<file path="src/rtl/tnn_pkg.sv">
// Shared types and helpers for the serial ternary-weight classifier.
// Ternary weight encoding: 01 = +1, 11 = -1, 00/10 = 0.
package tnn_pkg;

    localparam logic [1:0] TW_ZERO = 2'b00;
    localparam logic [1:0] TW_POS  = 2'b01;
    localparam logic [1:0] TW_NEG  = 2'b11;

    typedef enum logic [1:0] {StIdle, StRun, StDone} tnn_state_e;

    function automatic logic signed [1:0] decode_tw(input logic [1:0] tw);
        case (tw)
            TW_POS:  return 2'sb01;
            TW_NEG:  return 2'sb11;
            default: return 2'sb00;
        endcase
    endfunction

    function automatic int unsigned hacc_width(input int unsigned in_w, input int unsigned n_in);
        return in_w + $clog2(n_in) + 2;
    endfunction

    function automatic int unsigned oacc_width(input int unsigned n_hid);
        return $clog2(n_hid) + 2;
    endfunction

    function automatic int unsigned max_width(input int unsigned a, input int unsigned b);
        return (a > b) ? a : b;
    endfunction

endpackage

</file>
<file path="src/rtl/tnn_tern_acc.sv">
// Signed accumulator stepped by a ternary weight times an unsigned magnitude.
// sum_o is the running total including this cycle's term; clr_i zeroes the register after it.
module tnn_tern_acc
    import tnn_pkg::*;
#(
    parameter int unsigned W = 8
) (
    input  logic                clk,
    input  logic                rst,
    input  logic                clr_i,
    input  logic [1:0]          tw_i,
    input  logic [W-1:0]        mag_i,
    output logic signed [W-1:0] sum_o
);

    logic signed [W-1:0] acc_q, acc_d, term;

    always_comb begin
        term = '0;
        case (decode_tw(tw_i))
            2'sb01:  term = $signed(mag_i);
            2'sb11:  term = -$signed(mag_i);
            default: term = '0;
        endcase
        sum_o = acc_q + term;
        acc_d = clr_i ? '0 : sum_o;
    end

    always_ff @(posedge clk) begin
        if (rst) begin
            acc_q <= '0;
        end else begin
            acc_q <= acc_d;
        end
    end

endmodule

</file>
<file path="src/rtl/tnn_serial_classifier.sv">
// Two-layer ternary-weight classifier evaluated one input term per cycle on a shared
// accumulator; hidden bits feed a second accumulator for the output neuron.
module tnn_serial_classifier
    import tnn_pkg::*;
#(
    parameter int unsigned               N_IN    = 5,
    parameter int unsigned               IN_W    = 2,
    parameter int unsigned               N_HID   = 3,
    parameter int unsigned               THR_W   = 8,
    parameter logic [N_HID*N_IN*2-1:0]   W_HID   = '0,
    parameter logic [N_HID*THR_W-1:0]    THR_HID = '0,
    parameter logic [N_HID*2-1:0]        W_OUT   = '0,
    parameter logic [THR_W-1:0]          THR_OUT = '0
) (
    input  logic                 clk,
    input  logic                 rst,
    input  logic                 in_valid,
    output logic                 in_ready,
    input  logic [N_IN*IN_W-1:0] in_data,
    output logic                 out_valid,
    input  logic                 out_ready,
    output logic                 out_class,
    output logic                 busy
);

    localparam int unsigned HW  = hacc_width(IN_W, N_IN);
    localparam int unsigned OW  = oacc_width(N_HID);
    localparam int unsigned HCW = max_width(THR_W, HW);
    localparam int unsigned OCW = max_width(THR_W, OW);
    localparam int unsigned IW  = (N_IN > 1) ? $clog2(N_IN) : 1;
    localparam int unsigned HIW = (N_HID > 1) ? $clog2(N_HID) : 1;

    tnn_state_e            state_q, state_d;
    logic [IW-1:0]         i_q, i_d;
    logic [HIW-1:0]        h_q, h_d;
    logic [N_IN*IN_W-1:0]  x_q, x_d;
    logic                  cls_q, cls_d;
    logic                  vld_q, vld_d;

    logic                  h_clr, o_clr;
    logic [1:0]            h_tw, o_tw;
    logic [HW-1:0]         h_mag;
    logic [OW-1:0]         o_mag;
    logic signed [HW-1:0]  h_sum;
    logic signed [OW-1:0]  o_sum;
    logic signed [THR_W-1:0] thr_h, thr_o;
    logic                  last_i, last_h, hbit, ocls;

    assign last_i = (i_q == IW'(N_IN - 1));
    assign last_h = (h_q == HIW'(N_HID - 1));
    assign h_mag  = HW'(x_q[int'(i_q)*IN_W +: IN_W]);
    assign thr_h  = THR_HID[int'(h_q)*THR_W +: THR_W];
    assign thr_o  = THR_OUT;
    // Compares are done at the wider of threshold and accumulator, both sign-extended.
    assign hbit   = HCW'(h_sum) >= HCW'(thr_h);
    assign ocls   = OCW'(o_sum) >= OCW'(thr_o);
    assign o_mag  = OW'(hbit);

    tnn_tern_acc #(.W(HW)) u_hacc (
        .clk   (clk),
        .rst   (rst),
        .clr_i (h_clr),
        .tw_i  (h_tw),
        .mag_i (h_mag),
        .sum_o (h_sum)
    );

    tnn_tern_acc #(.W(OW)) u_oacc (
        .clk   (clk),
        .rst   (rst),
        .clr_i (o_clr),
        .tw_i  (o_tw),
        .mag_i (o_mag),
        .sum_o (o_sum)
    );

    always_comb begin
        state_d = state_q;
        i_d     = i_q;
        h_d     = h_q;
        x_d     = x_q;
        cls_d   = cls_q;
        vld_d   = vld_q;
        h_clr   = 1'b0;
        o_clr   = 1'b0;
        h_tw    = TW_ZERO;
        o_tw    = TW_ZERO;
        case (state_q)
            StIdle: begin
                if (in_valid) begin
                    x_d     = in_data;
                    h_clr   = 1'b1;
                    o_clr   = 1'b1;
                    i_d     = '0;
                    h_d     = '0;
                    state_d = StRun;
                end
            end
            StRun: begin
                h_tw = W_HID[(int'(h_q)*N_IN + int'(i_q))*2 +: 2];
                if (last_i) begin
                    h_clr = 1'b1;
                    o_tw  = W_OUT[int'(h_q)*2 +: 2];
                    i_d   = '0;
                    if (last_h) begin
                        h_d     = '0;
                        cls_d   = ocls;
                        state_d = StDone;
                    end else begin
                        h_d = h_q + 1'b1;
                    end
                end else begin
                    i_d = i_q + 1'b1;
                end
            end
            StDone: begin
                // out_valid rises one edge after entering DONE and drops on the handshake edge.
                vld_d = 1'b1;
                if (vld_q && out_ready) begin
                    vld_d   = 1'b0;
                    state_d = StIdle;
                end
            end
            default: state_d = StIdle;
        endcase
    end

    always_ff @(posedge clk) begin
        if (rst) begin
            state_q <= StIdle;
            i_q     <= '0;
            h_q     <= '0;
            x_q     <= '0;
            cls_q   <= 1'b0;
            vld_q   <= 1'b0;
        end else begin
            state_q <= state_d;
            i_q     <= i_d;
            h_q     <= h_d;
            x_q     <= x_d;
            cls_q   <= cls_d;
            vld_q   <= vld_d;
        end
    end

    assign in_ready  = (state_q == StIdle);
    assign busy      = (state_q != StIdle);
    assign out_valid = vld_q;
    assign out_class = cls_q;

endmodule

</file>
<file path="config.mk">
export PLATFORM = sky130hd
export DESIGN_NAME = tnn_serial_classifier
export DESIGN_NICKNAME = d
export VERILOG_FILES = /design/src/rtl/tnn_pkg.sv /design/src/rtl/tnn_tern_acc.sv /design/src/rtl/tnn_serial_classifier.sv
export SDC_FILE = /design/constraint.sdc
export NUM_CORES = 1
export LEC_CHECK = 0
export ABC_CLOCK_PERIOD_IN_PS = 2250
export BUFFER_PORTS_ARGS = -buffer_cell sky130_fd_sc_hd__buf_2
export CORE_AREA = 5 5 42 44
export CTS_CLUSTER_DIAMETER = 200
export DETAILED_ROUTE_END_ITERATION = 8
export DIE_AREA = 0 0 47 49
export SLEW_MARGIN = 20
export SYNTH_ARGS = -nofsm -noshare
export SYNTH_HDL_FRONTEND = slang
export SYNTH_SLANG_ARGS = --single-unit
</file>
<file path="constraint.sdc">
create_clock -name clk -period 2.25 [get_ports clk]
set_clock_uncertainty 0.2 [all_clocks]
set_input_delay 0.225 -clock clk [delete_from_list [all_inputs] [get_ports clk]]
set_output_delay 0.225 -clock clk [all_outputs]
set_load 0.1 [all_outputs]
</file>
## Word-level counts from Yosys, hierarchy flattened

Cells that the tools add are included.

| operators by class | value |
|---|---|
| eq/ne operators | 16 |
| $add $sub $neg | 7 |
| bitwise operators | 0 |
| shifts and indexed selects | 4 |
| reduce and logical (&&, ||, !) cells | 11 |
| multipliers | 1 |
| order comparisons | 2 |
| divide/modulo/power cells | 0 |
| muxes and demuxes | 24 |

Operators by type and width:

| kind | count |
|---|---|
| $shiftx A30 B8 Y2 const A | 1 |
| $shiftx A24 B6 Y8 const A | 1 |
| $mux W2 | 10 |
| $pmux W7 S2 | 1 |
| $eq A2 B2 Y1 const B | 6 |
| $pmux W2 S2 | 3 |
| $eq A2 B1 Y1 const B | 5 |
| $shiftx A10 B5 Y2 | 1 |
| $ge A7 B8 Y1 | 1 |
| $ne A2 B2 Y1 const B | 4 |
| $pmux W4 S2 | 1 |
| $add A7 B7 Y7 | 1 |
| $neg A2 Y7 | 1 |
| $add A5 B3 Y6 | 1 |
| $mux W3 | 2 |
| $pmux W2 S3 | 1 |
| $pmux W3 S2 | 1 |
| $reduce_and A3 Y1 | 2 |
| $shiftx A6 B4 Y2 const A | 1 |
| $mul A2 B3 Y5 const B | 1 |
| $add A4 B4 Y4 | 1 |
| $ge A4 B1 Y1 const B | 1 |
| $mux W1 | 4 |
| $neg A1 Y4 | 1 |
| other kinds (10) | 13 |

| word-level totals | value |
|---|---|
| word-level logic and storage cells | 73 |
| input port bits | 14 |
| register bits after elaboration | 30 |
| memories kept | 0 |
| RAM bits | 0 |
| memory bits (read-only) | 0 |
| bits in latches | 0 |
| output and inout port bits | 4 |

## Longest topological paths before layout

| depth | value |
|---|---|
| depth after elaboration | 14 |
| depth in mapped cells | 5 |

## Hierarchy

A second synthesis with hierarchy kept.

| unflattened totals | value |
|---|---|
| cells, all modules | 195 |
| area, all modules | 1,850.5 µm² |

Modules (own cells, without submodules):

| module | instances | seq. area each (µm²) | area each (µm²) | cells an instance |
|---|---|---|---|---|
| tnn_serial_classifier | 1 | 380.4 | 894.6 | 93 |
| tnn_tern_acc (u_hacc) | 1 | 140.1 | 631.9 | 72 |
| tnn_tern_acc (u_oacc) | 1 | 80.1 | 324.1 | 30 |

## Least setup slack after synthesis

Ideal clock, no wire load.

| timing path | value |
|---|---|
| kind | register to output |
| start | reg state_q[1] |
| end | out busy |
| path slack | -846 ps |
| required time | 1,825 ps |
| buffers on the path | 1 |
| arrival | 2,671 ps |
| stages on the path, launching flop included | 4 |
| cells stage by stage | dfxtp_1 -> clkbuf_1 -> nor2_1 -> inv_1 |

| between the ends | value |
|---|---|
| word-level cells in the longest chain between the ends | 1 |

RTL lines:

| element | line | source |
|---|---|---|
| from (decl) | tnn_serial_classifier.sv:33 | `tnn_state_e state_q, state_d;` |
| from (signal assigned) | tnn_serial_classifier.sv:130 | `state_q <= StIdle;` |
| from (signal assigned) | tnn_serial_classifier.sv:137 | `state_q <= state_d;` |
| $reduce_bool A2 Y1 | tnn_serial_classifier.sv:147 | `assign busy = (state_q != StIdle);` |
| to (decl) | tnn_serial_classifier.sv:23 | `output logic busy` |

Every way passes these cells.

## Final worst setup path

| timing path | value |
|---|---|
| start | reg state_q[0] |
| end | out busy |

The elaborated chain is that of the path after synthesis.

==> impl_results.md <==
- Max frequency: 579 MHz
- H-tree Lvls: 1
- WP data arrival: 1300 ps
- Drt first-iter violations: 5
- Residual DRC: 0
- Core area: 1400 µm²
- Placer Congestion: 0.692
- Max-slew violations: 0
- First-pass GRT wire length: roughly 1.4 mm
- CP startpoint: state_q[0]
- Count leader, synth: dfxtp_1
- RSZ-0062 raised after global routing: no
- Largest net degree at the start of global routing: 10
- Total CTS buffers: 3
- CTS-repair resized insts: 0
- Hold wc startpoint: rst
- Yosys reg bits: 9
- Clock Tree Root: clkbuf_4
- Total Power: roughly 330 µW
- Critical path startpoint category: register
- CTS tree: yes
- Initial antenna violation count: 0
- Std cell rows: 14
- Max FO, Critical Path: 9
- WHS: 55.0 ps
- # fillers: 165
- Cell Area, Synth: 428 µm²
- Port Buffers: 7
- Most area-consuming cells after synthesis: dfxtp_1 (42%), a21oi_1 (5.8%), ha_1 (5.8%), nand2_1 (5.3%), nand3_1 (3.5%)
- Max cap viols: 0
- Endpoints failing hold: 0
- Crit end category: output pin
- DR pass1 iterations: 2
- Main synth FF type: dfxtp_1
- Area grow syn2layout: 17.3%
- Result of the run: finished clean
- Synth Instances: a little over 50
- Mapped Nets: 67
- Starting Density: 30.5%
- Share of cells above drive strength 1: 22.0%
- Inserted Diodes: 0
- Power Density: 657 nW/µm²
- Fin crit share: around three quarters
- Reg area: 180 µm²
- Vias in the first global route: 350
- Critical path's top delay family: flip-flops
- Most frequent cells after synthesis: dfxtp_1 (9), nand2_1 (6), a21oi_1 (5)
- YS warnings: 0
- Worst-case clock buffer depth: 2
- Critical path, cell by cell: nor2_4, inv_1, buf_2
- CP max-delay cell: dfxtp_1
- NumNets Final: 76
- Gr ovfl total: 0
- Synth area leader: dfxtp_1
- Final HPWL DP: 581 µm
- Die ar.: between 2000 and 2500 µm²
- Setup CP Type: reg2out
- Register area share after synthesis: about 42%
- Inst Count DP: 71
- Worst hold path type: in2reg
- Relative slew margins: 67.9%
- Final min period: 1730 ps
- Synth unique cells: 24
- Final setup vio count: 0
- Pin slew with the least headroom to its limit: 484 ps
- Worst-path clk slew: 60 ps
- Total track usage: about 8.3%
- Layout Cells excl Fill: 75
- Reg-to-Reg Start: i_q[0]
- Io pins: 18
- Critical Path RT: 1820 ps
- Antenna Violating Nets Remaining: 0
- Syn avg cell area: 8.39 µm²
- Multi-input gate area: 225 µm²
- Setup Total Neg Slack: 0 ps
- Worst Path Buf+Inv: 2
- Num Clock Sinks: 9
- Post CTS Setup Buffer Count: 0
- Avg Vias per Cell: 4.83
- Leak: 0.190 nW
- Final Routed Wirelength: 783 µm
- Die height: 49 µm
- Routed WL per cell: 10.4 µm
- Die Width: ~47 µm
- Cts hold-fix bufs: 0
- Via count: 362
- Number of synthesized flops with an enable pin: 0
- Worst path max stage delay: around 520 ps
- Ys async rst share: 0%
- Peak supply drop: 359 µV
- Worst skew pair latency: 250 ps
- Yosys top cell area share: 42.1%
report_power, final:
group | internal, mW | switching [mW] | leakage (nW)
clock network | 0.0680 | 0.0517 | 0.0150
logic | 0.0106 | 0.0317 | 0.102
registers | 0.163 | 0.00504 | 0.0730
cell usage in the layout (no fill, tap or decap), types with 2 or more instances in the layout:
master	instances
a31oi_1	2
nor2_1	2
clkbuf_4	3
inv_1	3
nor3b_1	2
ha_1	2
dfxtp_1	9
nand2_1	6
buf_2	7
nand3_1	3
o21ai_0	2
a21oi_1	5
worst paths after layout:
kind | slack [ps] | to | cells past startpoint
max | 520 | busy | 3
min | 60 | state_q[1] | 2
max reg2reg | 580 | h_q[1] | 5
min reg2reg | 280 | i_q[0] | 2
final cells by class:
| type | count | area share, % |
|---|---|---|
| multi-input combinational | 35 | 44.9 |
| sequential | 9 | 35.9 |
| timing repair buffer | 7 | 6.98 |
| clock buffer | 4 | 5.24 |
| tap | 16 | 3.99 |
| inverter | 4 | 2.99 |
cells by family (layout without fill, tap and decap cells):
family	Yosys count	after routing	share of synthesized area, %
adder cells (fa/ha/maj)	2	2	5.85
buffers and inverters	7	15	7.02
AO/OA/AOI/OAI	13	13	18.4
AND/OR/NAND/NOR	20	20	26.6
flip-flops	9	9	42.1
stage by stage:
| stage | worst slack (ps) | util, % | cell area (µm²) |
|---|---|---|---|
| after floorplan | 268 | - | 435 |
| after global placement | 596 | 33.9 | 475 |
| after detailed placement | 581 | 33.9 | 475 |
| after CTS | 512 | 35.8 | 502 |
| after global routing | 448 | 35.8 | 502 |
| final | 522 | 35.8 | 502 |
sequential cells by signal (all words and copies together) (netlist names):
name,count
i_q,3
state_q,2
out_valid,1
out_class,1
h_q,2
routing by layer:
| metal | wire length [µm] | vias up | GRT usage, % |
|---|---|---|---|
| li1 | - | 194 | - |
| met1 | 380 | 162 | 10.9 |
| met2 | 360 | 4 | 11.5 |
| met3 | 36 | 2 | 2.21 |
| met4 | 6 | 0 | 5.53 |
| met5 | 0 | - | 0 |
Note: power is estimated with default switching activity, not from simulation.
